### config.mk
export PLATFORM = sky130hd
export DESIGN_NAME = int_ram_reader
export DESIGN_NICKNAME = d
export VERILOG_FILES = /design/src/rtl/int_ram_pkg.sv /design/src/rtl/int_ram_rd_fifo.sv /design/src/rtl/int_ram_reader.sv
export SDC_FILE = /design/constraint.sdc
export NUM_CORES = 1
export LEC_CHECK = 0
export CAP_MARGIN = 20
export CORE_AREA = 2 2 131 133
export DETAILED_ROUTE_END_ITERATION = 16
export DIE_AREA = 0 0 133 135
export PLACE_DENSITY = 0.39
export SETUP_SLACK_MARGIN = 0.15
export SYNTH_ARGS = -nofsm -noshare
export SYNTH_HDL_FRONTEND = slang
export SYNTH_SLANG_ARGS = --single-unit
export TNS_END_PERCENT = 30
### constraint.sdc
create_clock -name clk -period 3.12 [get_ports clk]
set_input_delay 0.624 -clock clk [delete_from_list [all_inputs] [get_ports clk]]
set_output_delay 0.624 -clock clk [all_outputs]
set_load 0.02 [all_outputs]
### src/rtl/int_ram_pkg.sv
// Shared types, default sizes and helpers for the big-integer RAM readers.
package int_ram_pkg;

  localparam int DEF_MEM_WIDTH    = 8;
  localparam int DEF_MEM_WORDS    = 129;
  localparam int DEF_READ_LATENCY = 2;

  typedef enum logic [1:0] {
    ST_IDLE,
    ST_ISSUE,
    ST_DRAIN,
    ST_FLUSH
  } rd_state_t;

  // Next address with wrap at an arbitrary depth (not a power-of-2 modulo).
  function automatic int unsigned wrap_inc(input int unsigned addr, input int unsigned words);
    if (addr + 32'd1 >= words) begin
      return 32'd0;
    end
    return addr + 32'd1;
  endfunction

endpackage

### src/rtl/int_ram_rd_fifo.sv
// Small synchronous register FIFO: head comes straight from storage registers,
// with a synchronous clear and an occupancy count.
module int_ram_rd_fifo #(
  parameter int DEPTH = 4,
  parameter int WIDTH = 9,
  localparam int PW = (DEPTH > 1) ? $clog2(DEPTH) : 1,
  localparam int CW = $clog2(DEPTH + 1)
) (
  input  logic             clk,
  input  logic             rst,
  input  logic             clr,
  input  logic             push,
  input  logic [WIDTH-1:0] push_data,
  input  logic             pop,
  output logic [WIDTH-1:0] head,
  output logic             valid,
  output logic [CW-1:0]    count
);

  logic [WIDTH-1:0] r_mem [DEPTH];
  logic [PW-1:0]    r_wr_ptr;
  logic [PW-1:0]    r_rd_ptr;
  logic [CW-1:0]    r_count;
  logic             w_do_push;
  logic             w_do_pop;

  // A pop frees a slot in the same cycle, so push-while-full is allowed then.
  assign w_do_pop  = pop && (r_count != '0);
  assign w_do_push = push && ((r_count != CW'(DEPTH)) || w_do_pop);

  // Storage write; entries reset so the head reads zero out of reset.
  always_ff @(posedge clk or posedge rst) begin
    if (rst) begin
      for (int i = 0; i < DEPTH; i++) begin
        r_mem[i] <= '0;
      end
    end else if (w_do_push && !clr) begin
      r_mem[r_wr_ptr] <= push_data;
    end
  end

  // Pointer and occupancy bookkeeping.
  always_ff @(posedge clk or posedge rst) begin
    if (rst) begin
      r_wr_ptr <= '0;
      r_rd_ptr <= '0;
      r_count  <= '0;
    end else if (clr) begin
      r_wr_ptr <= '0;
      r_rd_ptr <= '0;
      r_count  <= '0;
    end else begin
      if (w_do_push) begin
        r_wr_ptr <= (r_wr_ptr == PW'(DEPTH - 1)) ? '0 : r_wr_ptr + PW'(1);
      end
      if (w_do_pop) begin
        r_rd_ptr <= (r_rd_ptr == PW'(DEPTH - 1)) ? '0 : r_rd_ptr + PW'(1);
      end
      if (w_do_push && !w_do_pop) begin
        r_count <= r_count + CW'(1);
      end else if (!w_do_push && w_do_pop) begin
        r_count <= r_count - CW'(1);
      end
    end
  end

  assign head  = r_mem[r_rd_ptr];
  assign valid = (r_count != '0);
  assign count = r_count;

endmodule

### src/rtl/int_ram_reader.sv
// Streams a run of consecutive RAM words out as a valid/ready stream,
// hiding the RAM read latency behind a credit-limited skid FIFO.
module int_ram_reader
  import int_ram_pkg::*;
#(
  parameter int MEM_WIDTH    = DEF_MEM_WIDTH,
  parameter int MEM_WORDS    = DEF_MEM_WORDS,
  parameter int READ_LATENCY = DEF_READ_LATENCY,
  localparam int AW         = $clog2(MEM_WORDS),
  localparam int LW         = $clog2(MEM_WORDS + 1),
  localparam int FIFO_DEPTH = READ_LATENCY + 2,
  localparam int CW         = $clog2(FIFO_DEPTH + 1),
  localparam int FW         = $clog2(READ_LATENCY + 1)
) (
  input  logic                 clk,
  input  logic                 rst,
  input  logic                 start,
  input  logic [AW-1:0]        start_addr,
  input  logic [LW-1:0]        length,
  input  logic                 abort,
  output logic                 busy,
  output logic                 done,
  output logic [AW-1:0]        ram_address,
  output logic                 ram_rden,
  input  logic [MEM_WIDTH-1:0] ram_q,
  output logic [MEM_WIDTH-1:0] out_data,
  output logic                 out_valid,
  input  logic                 out_ready,
  output logic                 out_last
);

  rd_state_t             r_state;
  rd_state_t             w_state_next;
  logic [AW-1:0]         r_addr;
  logic [AW-1:0]         r_ram_address;
  logic [LW-1:0]         r_remain;
  logic [CW-1:0]         r_credits;
  logic [FW-1:0]         r_flush_cnt;
  logic                  r_rden;
  logic                  r_rden_last;
  logic                  r_done;
  logic [READ_LATENCY-1:0] r_lat_vld;
  logic [READ_LATENCY-1:0] r_lat_last;

  logic                  w_issue;
  logic                  w_last_issue;
  logic                  w_pop;
  logic                  w_push;
  logic                  w_clear;
  logic                  w_load;
  logic                  w_done_next;
  logic [MEM_WIDTH:0]    w_fifo_head;
  logic                  w_fifo_valid;
  logic [CW-1:0]         w_fifo_count;

  assign w_pop = w_fifo_valid & out_ready;

  // Issue when a credit is free; a pop in the same cycle frees one, which
  // keeps one word per cycle flowing with a full credit pool.
  assign w_issue      = (r_state == ST_ISSUE) && !abort &&
                        ((r_credits < CW'(FIFO_DEPTH)) || w_pop);
  assign w_last_issue = w_issue && (r_remain == LW'(1));
  assign w_push       = r_lat_vld[READ_LATENCY-1];

  // State register.
  always_ff @(posedge clk or posedge rst) begin
    if (rst) begin
      r_state <= ST_IDLE;
    end else begin
      r_state <= w_state_next;
    end
  end

  // Next-state and control decode.
  always_comb begin
    w_state_next = r_state;
    w_load       = 1'b0;
    w_clear      = 1'b0;
    w_done_next  = 1'b0;
    case (r_state)
      ST_IDLE: begin
        if (start) begin
          if (length != '0) begin
            w_load       = 1'b1;
            w_state_next = ST_ISSUE;
          end else begin
            w_done_next = 1'b1;
          end
        end
      end
      ST_ISSUE: begin
        if (abort) begin
          w_clear      = 1'b1;
          w_state_next = ST_FLUSH;
        end else if (w_last_issue) begin
          w_state_next = ST_DRAIN;
        end
      end
      ST_DRAIN: begin
        if (abort) begin
          w_clear      = 1'b1;
          w_state_next = ST_FLUSH;
        end else if (w_pop && w_fifo_head[MEM_WIDTH]) begin
          w_state_next = ST_IDLE;
          w_done_next  = 1'b1;
        end
      end
      ST_FLUSH: begin
        if (r_flush_cnt == '0) begin
          w_state_next = ST_IDLE;
        end
      end
      default: w_state_next = ST_IDLE;
    endcase
  end

  // Address, remaining-word count and registered RAM request.
  always_ff @(posedge clk or posedge rst) begin
    if (rst) begin
      r_addr        <= '0;
      r_ram_address <= '0;
      r_remain      <= '0;
      r_rden        <= 1'b0;
      r_rden_last   <= 1'b0;
    end else begin
      r_rden      <= w_issue;
      r_rden_last <= w_last_issue;
      if (w_load) begin
        r_addr   <= start_addr;
        r_remain <= length;
      end else if (w_issue) begin
        r_ram_address <= r_addr;
        r_addr        <= AW'(wrap_inc(32'(r_addr), $unsigned(MEM_WORDS)));
        r_remain      <= r_remain - LW'(1);
      end
    end
  end

  // Credits: words issued but not yet popped from the stream.
  always_ff @(posedge clk or posedge rst) begin
    if (rst) begin
      r_credits <= '0;
    end else if (w_clear) begin
      r_credits <= '0;
    end else if (w_issue && !w_pop) begin
      r_credits <= r_credits + CW'(1);
    end else if (!w_issue && w_pop) begin
      r_credits <= r_credits - CW'(1);
    end
  end

  // Return-path tracker aligned with ram_q; cleared on abort so in-flight
  // data is dropped.
  always_ff @(posedge clk or posedge rst) begin
    if (rst) begin
      r_lat_vld  <= '0;
      r_lat_last <= '0;
    end else if (w_clear) begin
      r_lat_vld  <= '0;
      r_lat_last <= '0;
    end else begin
      for (int i = READ_LATENCY - 1; i > 0; i--) begin
        r_lat_vld[i]  <= r_lat_vld[i-1];
        r_lat_last[i] <= r_lat_last[i-1];
      end
      r_lat_vld[0]  <= r_rden;
      r_lat_last[0] <= r_rden_last;
    end
  end

  // FLUSH dwell counter, loaded on abort.
  always_ff @(posedge clk or posedge rst) begin
    if (rst) begin
      r_flush_cnt <= '0;
    end else if (w_clear) begin
      r_flush_cnt <= FW'(READ_LATENCY - 1);
    end else if ((r_state == ST_FLUSH) && (r_flush_cnt != '0)) begin
      r_flush_cnt <= r_flush_cnt - FW'(1);
    end
  end

  // Completion pulse.
  always_ff @(posedge clk or posedge rst) begin
    if (rst) begin
      r_done <= 1'b0;
    end else begin
      r_done <= w_done_next;
    end
  end

  int_ram_rd_fifo #(
    .DEPTH (FIFO_DEPTH),
    .WIDTH (MEM_WIDTH + 1)
  ) u_fifo (
    .clk       (clk),
    .rst       (rst),
    .clr       (w_clear),
    .push      (w_push),
    .push_data ({r_lat_last[READ_LATENCY-1], ram_q}),
    .pop       (w_pop),
    .head      (w_fifo_head),
    .valid     (w_fifo_valid),
    .count     (w_fifo_count)
  );

  // Every FIFO entry was paid for with a credit.
  a_fifo_within_credits : assert property (
    @(posedge clk) disable iff (rst) (w_fifo_count <= r_credits)
  );

  assign busy        = (r_state != ST_IDLE);
  assign done        = r_done;
  assign ram_address = r_ram_address;
  assign ram_rden    = r_rden;
  assign out_data    = w_fifo_head[MEM_WIDTH-1:0];
  assign out_valid   = w_fifo_valid;
  assign out_last    = w_fifo_valid & w_fifo_head[MEM_WIDTH];

endmodule

==> results.py, run 1 <==
metrics = {
    "sta": {
        "maxSlewViolCount": 0,
        "finalCritPeriodShare_pct": 90.3,
        "setup_violations": 0,
        "relSlewSlack_pct": 49.4,
        "whs_ps": 450,
        "clock-skew-final_ps": 6.76,
        "fin_crit_ps": 2820,
        "hold_viol": 0,
        "grt_setup_unrepaired": "false",
        "tns_ps": 0,
        "tightest_slew_ps": 758,
        "fmax_mhz": 355,
    },
    "setup_path": {
        "crit_arrival_ps": 2190,
        "worst-path-buf-inv": 1,
        "worst_setup_path_start_kind": "flip-flop",
        "cp_slowest_stage_delay_ps": 620,
        "cp-startpoint": "u_fifo.r_rd_ptr[0]$_DFFE_PP0P_",
        "crit_fanout": 5,
        "reg2reg_from": "u_fifo.count[1]$_DFFE_PP0P_",
        "end_kind": "primary output",
        "crit_required_ps": 2500,
        "critPathKind": "flip-flop to primary output",
        "worstPathCellList": "mux4_2, and2_1, clkdlybuf4s50_1",
        "crit_family": "multiplexers",
        "cp.depth": 3,
        "cp_slowest_cell": "mux4_2",
        "rr_worst_depth": 10,
    },
    "clock_tree": {
        "numCtsBuffers": 9,
        "cts_root_buf": "clkbuf_16",
        "clk_path_buf_depth": 2,
        "post-cts-setup-buffers": 0,
        "cts_resized": 0,
        "numClockSinks": 81,
        "holdBufCountCts": 0,
        "cts_tree": "built",
        "h-tree-depth": 3,
        "clock_latency_ps": 340,
        "clk_pin_slew_worst_paths_ps": 60,
    },
    "synth": {
        "synth_seq_area_share_pct": 49.9,
        "synth_fp_nets": 397,
        "syn_area_per_cell_um2": 11.6,
        "yosys_warnings": 0,
        "synth_edf_count": 0,
        "syn_area_um2": 4060,
        "synthArstFlopShare_pct": 100,
        "synthFlopType": "dfrtp_1",
        "yosysUniqueCellTypes": 50,
        "synth-seq-cells": 81,
        "yosysTopAreaCell": "dfrtp_1",
        "netlist.area_leader.share_pct": 49.9,
        "synth_cells": 350,
        "yosys-top-cells-area": "dfrtp_1 (50%), mux2_2 (12%), mux4_2 (5.0%)",
    },
    "layout": {
        "layout.nets": 462,
        "insertedDiodeCount": 0,
        "syn2layout_area_growth_pct": 27.7,
        "multi_input_area_um2": 1900,
        "final_common_cell": "dfrtp_1",
        "final_core_utilization_pct": 31.6,
        "nFillCells": 1656,
        "seq_area_um2": 2030,
        "final_cell_mix": "dfrtp_1 (81), clkdlybuf4s50_1 (49), mux2_2 (42)",
        "layout-drive-gt1-share_pct": 23.6,
    },
    "drt": {
        "finalWirelength_mm": 9.32,
        "ant_nets": 0,
        "drc": 0,
        "vias": 2855,
        "post_drt_wl_per_cell_um": 14.6,
        "firstDrtPassIters": 4,
        "viasPerCell": 4.46,
        "drt_iter0_drc": 60,
    },
    "floorplanning": {
        "initial_core_util_pct": 24.7,
        "die_w_um": 133,
        "dieArea_um2": 18000,
        "ios": 50,
        "fp.dieH_um": 135,
        "num_rows": 47,
        "core_area_um2": 16400,
    },
    "power_and_ir_drop": {
        "p_leak_uw": 0.00225,
        "max-vdd-ir-drop_mv": 0.366,
        "power_density_nw_per_um2": 902,
    },
    "hold_path": {
        "hold_start": "r_lat_vld[0]$_DFF_PP0_",
        "holdPathStages": 1,
        "hp-class": "flip-flop to flip-flop",
    },
    "global_routing": {
        "grt_overflow": 0,
        "grt_usage_pct": 11.2,
        "grt_pass1_wl_mm": 15.5,
        "grt_max_degree": 40,
        "antenna_found_initial": 0,
        "grt_pass1_vias": 3050,
    },
    "job": {
        "cap_violations": 0,
    },
    "placed_design": {
        "place.gp.congestion": 0.755,
        "portBuffers": 49,
        "hpwl_mm": 6.60,
    },
    "outcome": {
        "status": "finished clean",
    },
}
state kept, by name, summed over array words and instances, names as in the netlist, 2 cells and up:
signal,flops
r_lat_last,2
r_flush_cnt,2
u_fifo.r_wr_ptr,2
r_addr,8
ram_address,8
u_fifo.r_mem,36
r_remain,8
r_state,2
r_lat_vld,2
r_credits,3
u_fifo.r_rd_ptr,2
u_fifo.count,3
layout make-up:
type	instances	area share, %
flip-flops and latches	81	39.1
repair buffers	63	11.7
clock inverters	5	0.748
well taps	220	5.31
multi-input cells	238	36.7
inverters	22	1.71
clock buffers	11	4.68
where the power goes:
| part | switching, µW | internal (µW) |
|---|---|---|
| combinational | 939 | 987 |
| sequential | 320 | 1410 |
| clock | 458 | 566 |
worst reg2reg max path, delay by kind of cell (launching register included):
kind,cells,cell delay (ps)
adders and majority gates,2,620
AOI/OAI and AO/OA,2,330
DFF,1,410
buffers and inverters,2,120
and+or+nand+nor,3,900
xor gates and xnor gates,1,140
cell usage after synthesis (all sizes together) (7+ instances only):
cell type,instances
dfrtp,81
ha,16
nand3,8
o21ai,15
inv,22
a21oi,18
mux4,9
xnor2,7
nand2,29
and2,7
nor2,21
mux2,42
metal layers:
layer | vias up | wire [µm] | part of all wire [%] | global-route usage, %
li1 | 1366 | - | - | -
met1 | 1427 | 4050 | 43 | 13.0
met2 | 55 | 4760 | 51 | 19.8
met3 | 7 | 396 | 4.3 | 3.04
met4 | 0 | 114 | 1.2 | 4.30
met5 | - | 0 | 0 | 0
cells by family (layout without fill, tap and decap cells):
family	count (synthesis)	count (layout)	share of synthesized area, %
xor gates and xnor gates	13	13	2.81
DFF	81	81	49.9
buffers and inverters	31	101	3.27
and+or+nand+nor	104	104	13.5
muxes	51	51	16.6
adders and majority gates	18	18	5.92
AOI/OAI and AO/OA	52	52	7.92
path summary, 6_finish.rpt:
kind / to / slack, ps
worst max-delay path: out_last / 300
worst min-delay path: r_lat_vld[1]$_DFF_PP0_ / 450
worst max register to register: r_credits[2]$_DFFE_PP0P_ / 520
worst min register to register: r_lat_vld[1]$_DFF_PP0_ / 450
max in group asynchronous: u_fifo.r_mem[29]$_DFFE_PP0P_ / 1770
min in group asynchronous: u_fifo.r_mem[24]$_DFFE_PP0P_ / 720
metrics by stage:
step | setup WS, ps | cell area, µm² | instances | power (µW)
floorplan | 416 | 4060 | 350 | 3010
global placement | 272 | 4900 | 624 | 3690
detailed placement | 237 | 4900 | 624 | 3710
CTS | 241 | 5180 | 640 | 4770
global route | 183 | 5180 | 640 | 5030
finish | 301 | 5180 | 640 | 4680
No activity file was read; power rests on OpenSTA's default activity.
==> run 2: changes to the inputs <==
- CORE_AREA: 2 2 131 133 -> 2 2 135 137
- DIE_AREA: 0 0 133 135 -> 0 0 137 139
- HOLD_SLACK_MARGIN: default -> 0.12
- SYNTH_HIERARCHICAL: default -> 1
==> run 2 against run 1 <==
Synthesized cell count grew 3.1%. Critical endpoint unchanged. Largest cell class is now multi-input gates. Utilization shrank 0.77 points. Die area grew 6.1%. Sequential power is essentially flat.
==> results.py, run 2 <==
metrics = {
    "floorplanning": {
        "die_w_um": 137,
        "dieArea_um2": 19000,
        "ios": 50,
        "fp.dieH_um": 139,
        "core_area_um2": 17700,
        "initial_core_util_pct": 24.6,
        "num_rows": 49,
    },
    "synth": {
        "synth-seq-cells": 81,
        "synth_edf_count": 0,
        "yosysMostFrequentCell": "dfrtp_1",
        "ys_top_cells_by_count": "dfrtp_1 (81), mux2_2 (39), nand2_1 (26)",
        "synth_xor_area_share_pct": 3.23,
        "synth_compound_area_share_pct": 8.71,
        "netlist.area_leader.share_pct": 46.7,
        "yosysUniqueCellTypes": 59,
        "synthArstFlopShare_pct": 100,
        "syn_area_um2": 4340,
        "synth-adder-area-share_pct": 4.96,
        "synthFlopType": "dfrtp_1",
        "synth_mux_area_share_pct": 17.1,
        "synth_top_family_by_area": "multiplexers",
        "synth_seq_area_share_pct": 46.7,
        "yosys_warnings": 6,
        "synth_fp_nets": 406,
        "synth-simple-area-share_pct": 15.3,
        "syn_area_per_cell_um2": 12.0,
        "yosysTopAreaCell": "dfrtp_1",
        "yosys-top-cells-area": "dfrtp_1 (47%), mux2_2 (10%), mux4_2 (4.7%)",
        "synth_cells": 361,
    },
    "setup_path": {
        "cp_slowest_cell": "clkdlybuf4s50_1",
        "worst_setup_path_start_kind": "flip-flop",
        "critPathKind": "flip-flop to primary output",
        "crit_family": "buffers and inverters",
        "worst-path-buf-inv": 1,
        "crit_arrival_ps": 2210,
        "cp_slowest_stage_delay_ps": 560,
        "crit_required_ps": 2500,
        "crit_fanout": 6,
        "worstPathCellList": "mux4_2, and2_1, clkdlybuf4s50_1",
        "end_kind": "primary output",
    },
    "clock_tree": {
        "clk_pin_slew_worst_paths_ps": 60,
        "clk_path_buf_depth": 2,
        "h-tree-depth": 3,
        "clock_latency_ps": 340,
        "post-cts-setup-buffers": 0,
        "numCtsBuffers": 9,
        "cts_resized": 0,
        "numClockSinks": 81,
        "cts_tree": "built",
        "cts_root_buf": "clkbuf_16",
        "holdBufCountCts": 0,
    },
    "power_and_ir_drop": {
        "max-vdd-ir-drop_mv": 0.321,
        "power_density_nw_per_um2": 907,
        "p_leak_uw": 0.00238,
    },
    "drt": {
        "drc": 0,
        "ant_nets": 0,
        "viasPerCell": 4.46,
        "finalWirelength_mm": 9.77,
        "firstDrtPassIters": 4,
        "vias": 2918,
        "drt_iter0_drc": 112,
        "post_drt_wl_per_cell_um": 14.9,
    },
    "global_routing": {
        "grt_max_degree": 44,
        "grt_overflow": 0,
        "grt_usage_pct": 11.4,
        "grt_pass1_vias": 3172,
        "antenna_found_initial": 0,
        "grt_pass1_wl_mm": 16.7,
    },
    "layout": {
        "nFillCells": 1818,
        "final_common_cell": "dfrtp_1",
        "top_register": "u_fifo/r_mem",
        "final_cell_mix": "dfrtp_1 (81), clkdlybuf4s50_1 (49), mux2_2 (39)",
        "syn2layout_area_growth_pct": 25.4,
        "multi_input_area_um2": 2140,
        "layout.nets": 466,
        "layout-drive-gt1-share_pct": 22.8,
        "insertedDiodeCount": 0,
        "largest_register_ff_count": 36,
        "seq_area_um2": 2030,
        "final_core_utilization_pct": 30.8,
    },
    "hold_path": {
        "hp-class": "flip-flop to flip-flop",
    },
    "sta": {
        "fin_crit_ps": 2830,
        "grt_setup_unrepaired": "false",
        "tightest_slew_ps": 742,
        "clock-skew-final_ps": 4.96,
        "finalCritPeriodShare_pct": 90.7,
        "maxSlewViolCount": 0,
        "fmax_mhz": 353,
        "relSlewSlack_pct": 50.4,
        "setup_violations": 0,
        "tns_ps": 0,
        "hold_viol": 0,
    },
    "placed_design": {
        "place.gp.congestion": 0.740,
        "portBuffers": 49,
        "hpwl_mm": 7.08,
    },
    "job": {
        "cap_violations": 0,
    },
    "outcome": {
        "status": "finished clean",
    },
}
[run 2: changes by cell type in the layout (fill, tap and decap cells not counted), moves of 5 or more]
cell,previous run,this run
a21oi_1,17,6
nand3_1,8,17
mux2_4,0,6
o21ai_0,13,19
and3_1,5,0
nand2_2,5,0
nor4_1,6,1
[run 2: path summary, 6_finish.rpt]
check,startpoint,endpoint,slack [ps],cells past startpoint
min in group asynchronous,rst,r_flush_cnt[1]$_DFFE_PP0P_,740,3
setup / recovery,u_fifo/r_rd_ptr[0]$_DFFE_PP0P_,out_last,290,3
setup reg to reg,u_fifo/count[0]$_DFFE_PP0P_,u_fifo/r_mem[1]$_DFFE_PP0P_,370,6
hold / removal,r_lat_last[0]$_DFF_PP0_,r_lat_last[1]$_DFF_PP0_,450,1
hold reg to reg,r_lat_last[0]$_DFF_PP0_,r_lat_last[1]$_DFF_PP0_,450,1
max in group asynchronous,rst,u_fifo/r_mem[4]$_DFFE_PP0P_,1980,3
[run 2: kinds of logic (layout without fill, tap and decap cells)]
group / after synthesis / after routing
compound gates: 53 / 53
xor+xnor: 16 / 16
buf+inv: 34 / 98
simple gates: 106 / 106
fa+ha+maj: 16 / 16
mux: 55 / 55
flops: 81 / 81
[run 2: layer usage]
layer / share of wire [%] / track usage, %
met5: 0 / 0
met3: 4.0 / 2.34
met4: 2.7 / 5.48
met2: 45 / 17.0
met1: 49 / 15.6
[run 2: power breakdown]
part / internal, µW / total, µW / switching, µW
sequential: 1390 / 1730 / 341
clock: 718 / 1130 / 414
combinational: 1060 / 2070 / 1000
total: 3180 / 4940 / 1760
[run 2: area by class of cell]
class | instances | share of cell area, %
multi-input combinational | 246 | 39.3
sequential | 81 | 37.2
timing repair buffer | 62 | 10.8
tap | 229 | 5.26
clock buffer | 12 | 4.53
inverter | 21 | 1.68
clock inverter | 3 | 1.20
[run 2: metrics by stage]
step           power [µW]  area (µm²)  instances  setup WS [ps]  hold slack, ps
2_1_floorplan        3140        4340        361            463             428
6_report             4940        5440        654            289             449
3_3_place_gp         3840        5130        639            335             436
3_5_place_dp         3850        5130        639            297             440
4_1_cts              5030        5440        654            244             452
5_1_grt              5330        5440        654            206             475
==> run 3: changes to the inputs <==
- clock period: 3.12 -> 2.8 ns (I/O delays scaled with it)
==> run 3 against run 2 <==
Utilization grew 0.16 points. Die area is the same. Largest cell class unchanged. First-iteration DRC count shrank 29%. Flip-flop and latch count unchanged. Global-route usage rose by 0.085 points. Clock power increased by 8%. Total power is 11% higher. Clock-buffer cell count is 2 lower. Non-clock buffer count grew 4. Via count grew 1.2%. Clock skew rose by 1.9 ps. Setup slack got worse by 150 ps.
==> results.py, run 3 (synthesis results as in run 2) <==
metrics = {
    "outcome": {
        "status": "finished clean",
    },
    "setup_path": {
        "crit_required_ps": 2240,
        "cp_slowest_cell": "clkdlybuf4s50_1",
        "worst_setup_path_start_kind": "flip-flop",
        "crit_fanout": 7,
        "crit_arrival_ps": 2100,
        "end_kind": "primary output",
        "critPathKind": "flip-flop to primary output",
        "cp_slowest_stage_delay_ps": 560,
        "worstPathCellList": "buf_4, mux4_2, clkdlybuf4s50_1",
    },
    "sta": {
        "fmax_mhz": 376,
        "setup_slack_ps": 141,
        "maxSlewViolCount": 0,
        "clock-skew-final_ps": 6.88,
        "finalCritPeriodShare_pct": 95.0,
        "grt_setup_unrepaired": "true",
        "hold_viol": 0,
        "tightest_slew_ps": 939,
        "relSlewSlack_pct": 37.2,
        "setup_violations": 0,
        "tns_ps": 0,
        "fin_crit_ps": 2660,
    },
    "power_and_ir_drop": {
        "p_sw_uw": 2030,
        "pwr-share-comb_pct": 42.5,
        "power.total_uw": 5490,
        "internal_power_uw": 3460,
        "pwr-share-seq_pct": 35.3,
        "power_density_nw_per_um2": 1000,
        "clkPwrFrac_pct": 22.2,
        "swShare_pct": 37.0,
        "max-vdd-ir-drop_mv": 0.308,
        "p_leak_uw": 0.00240,
    },
    "layout": {
        "largest_register_ff_count": 36,
        "layout-drive-gt1-share_pct": 24.4,
        "top_register": "u_fifo/r_mem",
        "syn2layout_area_growth_pct": 26.0,
        "insertedDiodeCount": 0,
        "final_common_cell": "dfrtp_1",
        "layout.nets": 470,
        "final_cell_mix": "dfrtp_1 (80), clkdlybuf4s50_1 (47), mux2_2 (39)",
    },
    "floorplanning": {
        "fp.dieH_um": 139,
        "dieArea_um2": 19000,
        "num_rows": 49,
        "ios": 50,
        "die_w_um": 137,
        "initial_core_util_pct": 24.6,
        "core_area_um2": 17700,
    },
    "global_routing": {
        "grt_pass1_vias": 3143,
        "grt_max_degree": 44,
        "grt_usage_pct": 11.5,
        "antenna_found_initial": 0,
        "grt_pass1_wl_mm": 16.9,
        "grt_overflow": 0,
    },
    "placed_design": {
        "hpwl_mm": 7.19,
        "portBuffers": 49,
        "dp_slack_ps": 169,
        "place.gp.congestion": 0.756,
    },
    "drt": {
        "vias": 2954,
        "viasPerCell": 4.48,
        "finalWirelength_mm": 10.1,
        "drc": 0,
        "ant_nets": 0,
        "drt_iter0_drc": 79,
        "firstDrtPassIters": 4,
        "post_drt_wl_per_cell_um": 15.3,
    },
    "clock_tree": {
        "cts_root_buf": "clkbuf_16",
        "holdBufCountCts": 0,
        "clock_latency_ps": 340,
        "clk_path_buf_depth": 2,
        "numCtsBuffers": 9,
        "h-tree-depth": 3,
        "numClockSinks": 81,
        "clk_pin_slew_worst_paths_ps": 60,
        "cts_tree": "built",
    },
    "hold_path": {
        "hp-class": "flip-flop to flip-flop",
    },
    "job": {
        "cap_violations": 0,
    },
}
run 3: cell count changes in the layout (fill, tap and decap cells not counted), sizes merged, moves of 2 or more:
cell	before	now
inv	20	22
buf	13	17
clkdlybuf4s50	49	47
clkbuf	12	10
run 3: timing repair:
item                       4_1_cts  5_1_grt
setup endpoints to repair        6        6
resized for setup                2        1
buffers inserted                 0        0
run 3: metrics by stage:
| step | hold slack (ps) | util [%] | cell area (µm²) | instances |
|---|---|---|---|---|
| final | 458 | 31.0 | 5470 | 659 |
| after floorplan | 428 | - | 4340 | 361 |
| after detailed placement | 444 | 29.2 | 5160 | 643 |
| after CTS | 459 | 31.0 | 5470 | 659 |
| after global placement | 439 | 29.2 | 5160 | 643 |
| after global routing | 483 | 31.0 | 5470 | 659 |
run 3: final cells by class:
cell class / count / area (µm²)
timing repair buffer: 66 / 619
tap: 229 / 287
multi-input combinational: 246 / 2140
fill: 1807 / 12200
clock inverter: 6 / 75.1
clock buffer: 10 / 229
sequential: 81 / 2030
inverter: 21 / 91.3
run 3: worst max-delay path, delay by kind of cell (launching register included):
family	cells	cell delay [ps]
flip-flops	1	480
buffers and inverters	2	780
multiplexers	1	500
run 3: layer usage:
metal | part of all wire, % | vias to the layer above | track usage, %
met5 | 0 | - | 0
met4 | 1.2 | 0 | 3.74
met3 | 3.3 | 9 | 2.63
met2 | 48 | 42 | 17.8
met1 | 48 | 1464 | 15.7
li1 | - | 1439 | -
run 3: path summary, 6_finish.rpt:
kind	from	end	slack, ps	cells after the start
setup / recovery	u_fifo/r_rd_ptr[0]$_DFFE_PP0P_	out_data[6]	140	3
hold / removal	r_lat_last[0]$_DFF_PP0_	r_lat_last[1]$_DFF_PP0_	460	1
setup reg to reg	u_fifo/count[0]$_DFFE_PP0P_	u_fifo/r_mem[2]$_DFFE_PP0P_	330	7
hold reg to reg	r_lat_last[0]$_DFF_PP0_	r_lat_last[1]$_DFF_PP0_	460	1
max in group asynchronous	rst	u_fifo/r_rd_ptr[0]$_DFFE_PP0P_	1710	3
min in group asynchronous	rst	r_rden_last$_DFF_PP0_	680	3
run 3: power by group through the flow:
stage | registers, µW | clock network [µW] | logic [µW]
finish | 1940 | 1220 | 2330
global route | 2000 | 1320 | 2590
CTS | 1940 | 1270 | 2380
detailed placement | 1960 | 0 | 2370
global placement | 1950 | 0 | 2340
floorplan | 1860 | 0 | 1640
==> variant, RTL diff (flow settings as in run 1) <==
The package constant `DEF_MEM_WIDTH` goes from 8 to 10.
--- a/src/rtl/int_ram_pkg.sv
+++ b/src/rtl/int_ram_pkg.sv
@@ -3,3 +3,3 @@
 
-  localparam int DEF_MEM_WIDTH    = 8;
+  localparam int DEF_MEM_WIDTH    = 10;
   localparam int DEF_MEM_WORDS    = 129;
Interface: changed (resized out_data and ram_q); port bits go from 50 to 54. The function was not compared with the original's and may differ.
==> variant against run 1 <==
- setup slack gained 0.072 ns
- power is 8.3% higher
- sequential cell count grew 8
- count of clock-buffer cells in the layout shrank 1
- critical path depth did not move
- area after synthesis grew 8.9%
- design area up 9.1%
- routed wire length grew 6.4%
- fmax up 2.6%
==> variant: results <==
[min_path]
holdPathEnd = r_lat_last[0]$_DFF_PP0_
hold_start = r_rden_last$_DFF_PP0_

[cells_and_area]
area.sequential_sq_um = 2230
drive_above_1_share = 0.230
layout.nets = 491
nFlopsAndLatches = 89
clk_share = 0.0577
design_area_sq_um = 5660
fill_cells = 1642
antenna_cells = 0
fin_cells = 667
comb.multi_input.count = 246
n_all_buffers = 71
multi_input_area_share = 0.361
buf_share = 0.122
n_clock_buffer = 10
largest_register_ffs = 44
num-nonclk-inverters = 25

[place]
post-place-cells = 651
dp_hpwl_mm = 7.29
postPlaceCellArea_sq_um = 5330
finalWeightedCongestion = 0.735
port-buffer-count = 53
pre_cts_ws_ns = 0.185

[synthesis]
syn_nets = 421
avgSynthCellArea_sq_um = 11.9
yosysSeqAreaShare = 0.504
synth_top_cells_by_count = dfrtp_1 (89), mux2_2 (49), nand2_1 (28), inv_1 (24), nor2_1 (22)
synth_area_leaders = dfrtp_1 (50%), mux2_2 (12%), mux4_2 (5.6%)
synth.distinct_cells = 52

[drt]
vias = 3053
finalWirelength_mm = 9.91
drt_iter0_markers = 128

[global_route]
grt_pass1_vias = 3198
grtUsageTotal = 0.121
use_met2 = 0.210
grtUsageMet1 = 0.146
antenna_found_initial = 0
grt_pass1_wl_mm = 16.9
grt_use_met3 = 0.0338
grt_max_degree = 39

[power_and_ir_drop]
pwr-share-seq = 0.367
p_leak_nw = 2.51
internal_power_mw = 3.29
ir_worst_vdd_uv = 290
clk-power_mw = 1.19
cellPowerDensity_nw_per_um2 = 896

[sta]
whs_ns = 0.449
period_needed_ns = 2.75
slew_headroom = 0.669
skew_ns = 0.00798

[setup_path]
critPathMaxStageDelay_ns = 0.58
r2r_start = r_state[1]$_DFFE_PP0P_
ff2ff_setup_slack_ns = 0.74
crit_arrival_ns = 2.12

[clock_tree]
cts_setup_buffers = 0
holdBufCountCts = 0
htreeDepth = 3

[status]
status = finished clean
==> variant: changes by cell type after synthesis, sizes merged, moves of 4 or more <==
cell   before  now
dfrtp      81   89
mux2       42   49
buf         3    8
o21ai      15   20
or4         0    5
a21oi      18   14
nand4       4    0
nor4        6    2
==> variant: metal layers <==
layer	wire length, um	part of all wire	vias to the layer above
li1	-	-	1464
met1	4470	0.45	1519
met2	4880	0.49	62
met3	444	0.045	8
met4	121	0.012	0
met5	0	0	-
==> variant: cells by family (layout without fill, tap and decap cells) <==
family / Yosys count / in the layout / synth area share
xor gates and xnor gates: 14 / 14 / 0.0277
DFF: 89 / 89 / 0.504
AOI/OAI and AO/OA: 59 / 59 / 0.0883
and+or+nand+nor: 95 / 95 / 0.110
adders and majority gates: 18 / 18 / 0.0543
buffers and inverters: 37 / 112 / 0.0348
muxes: 60 / 60 / 0.181
==> variant: critical path, delay by kind of cell (launching register included) <==
family,cells,cell delay [ns]
mux,1,0.58
buf+inv,1,0.53
flops,1,0.49
simple gates,1,0.18
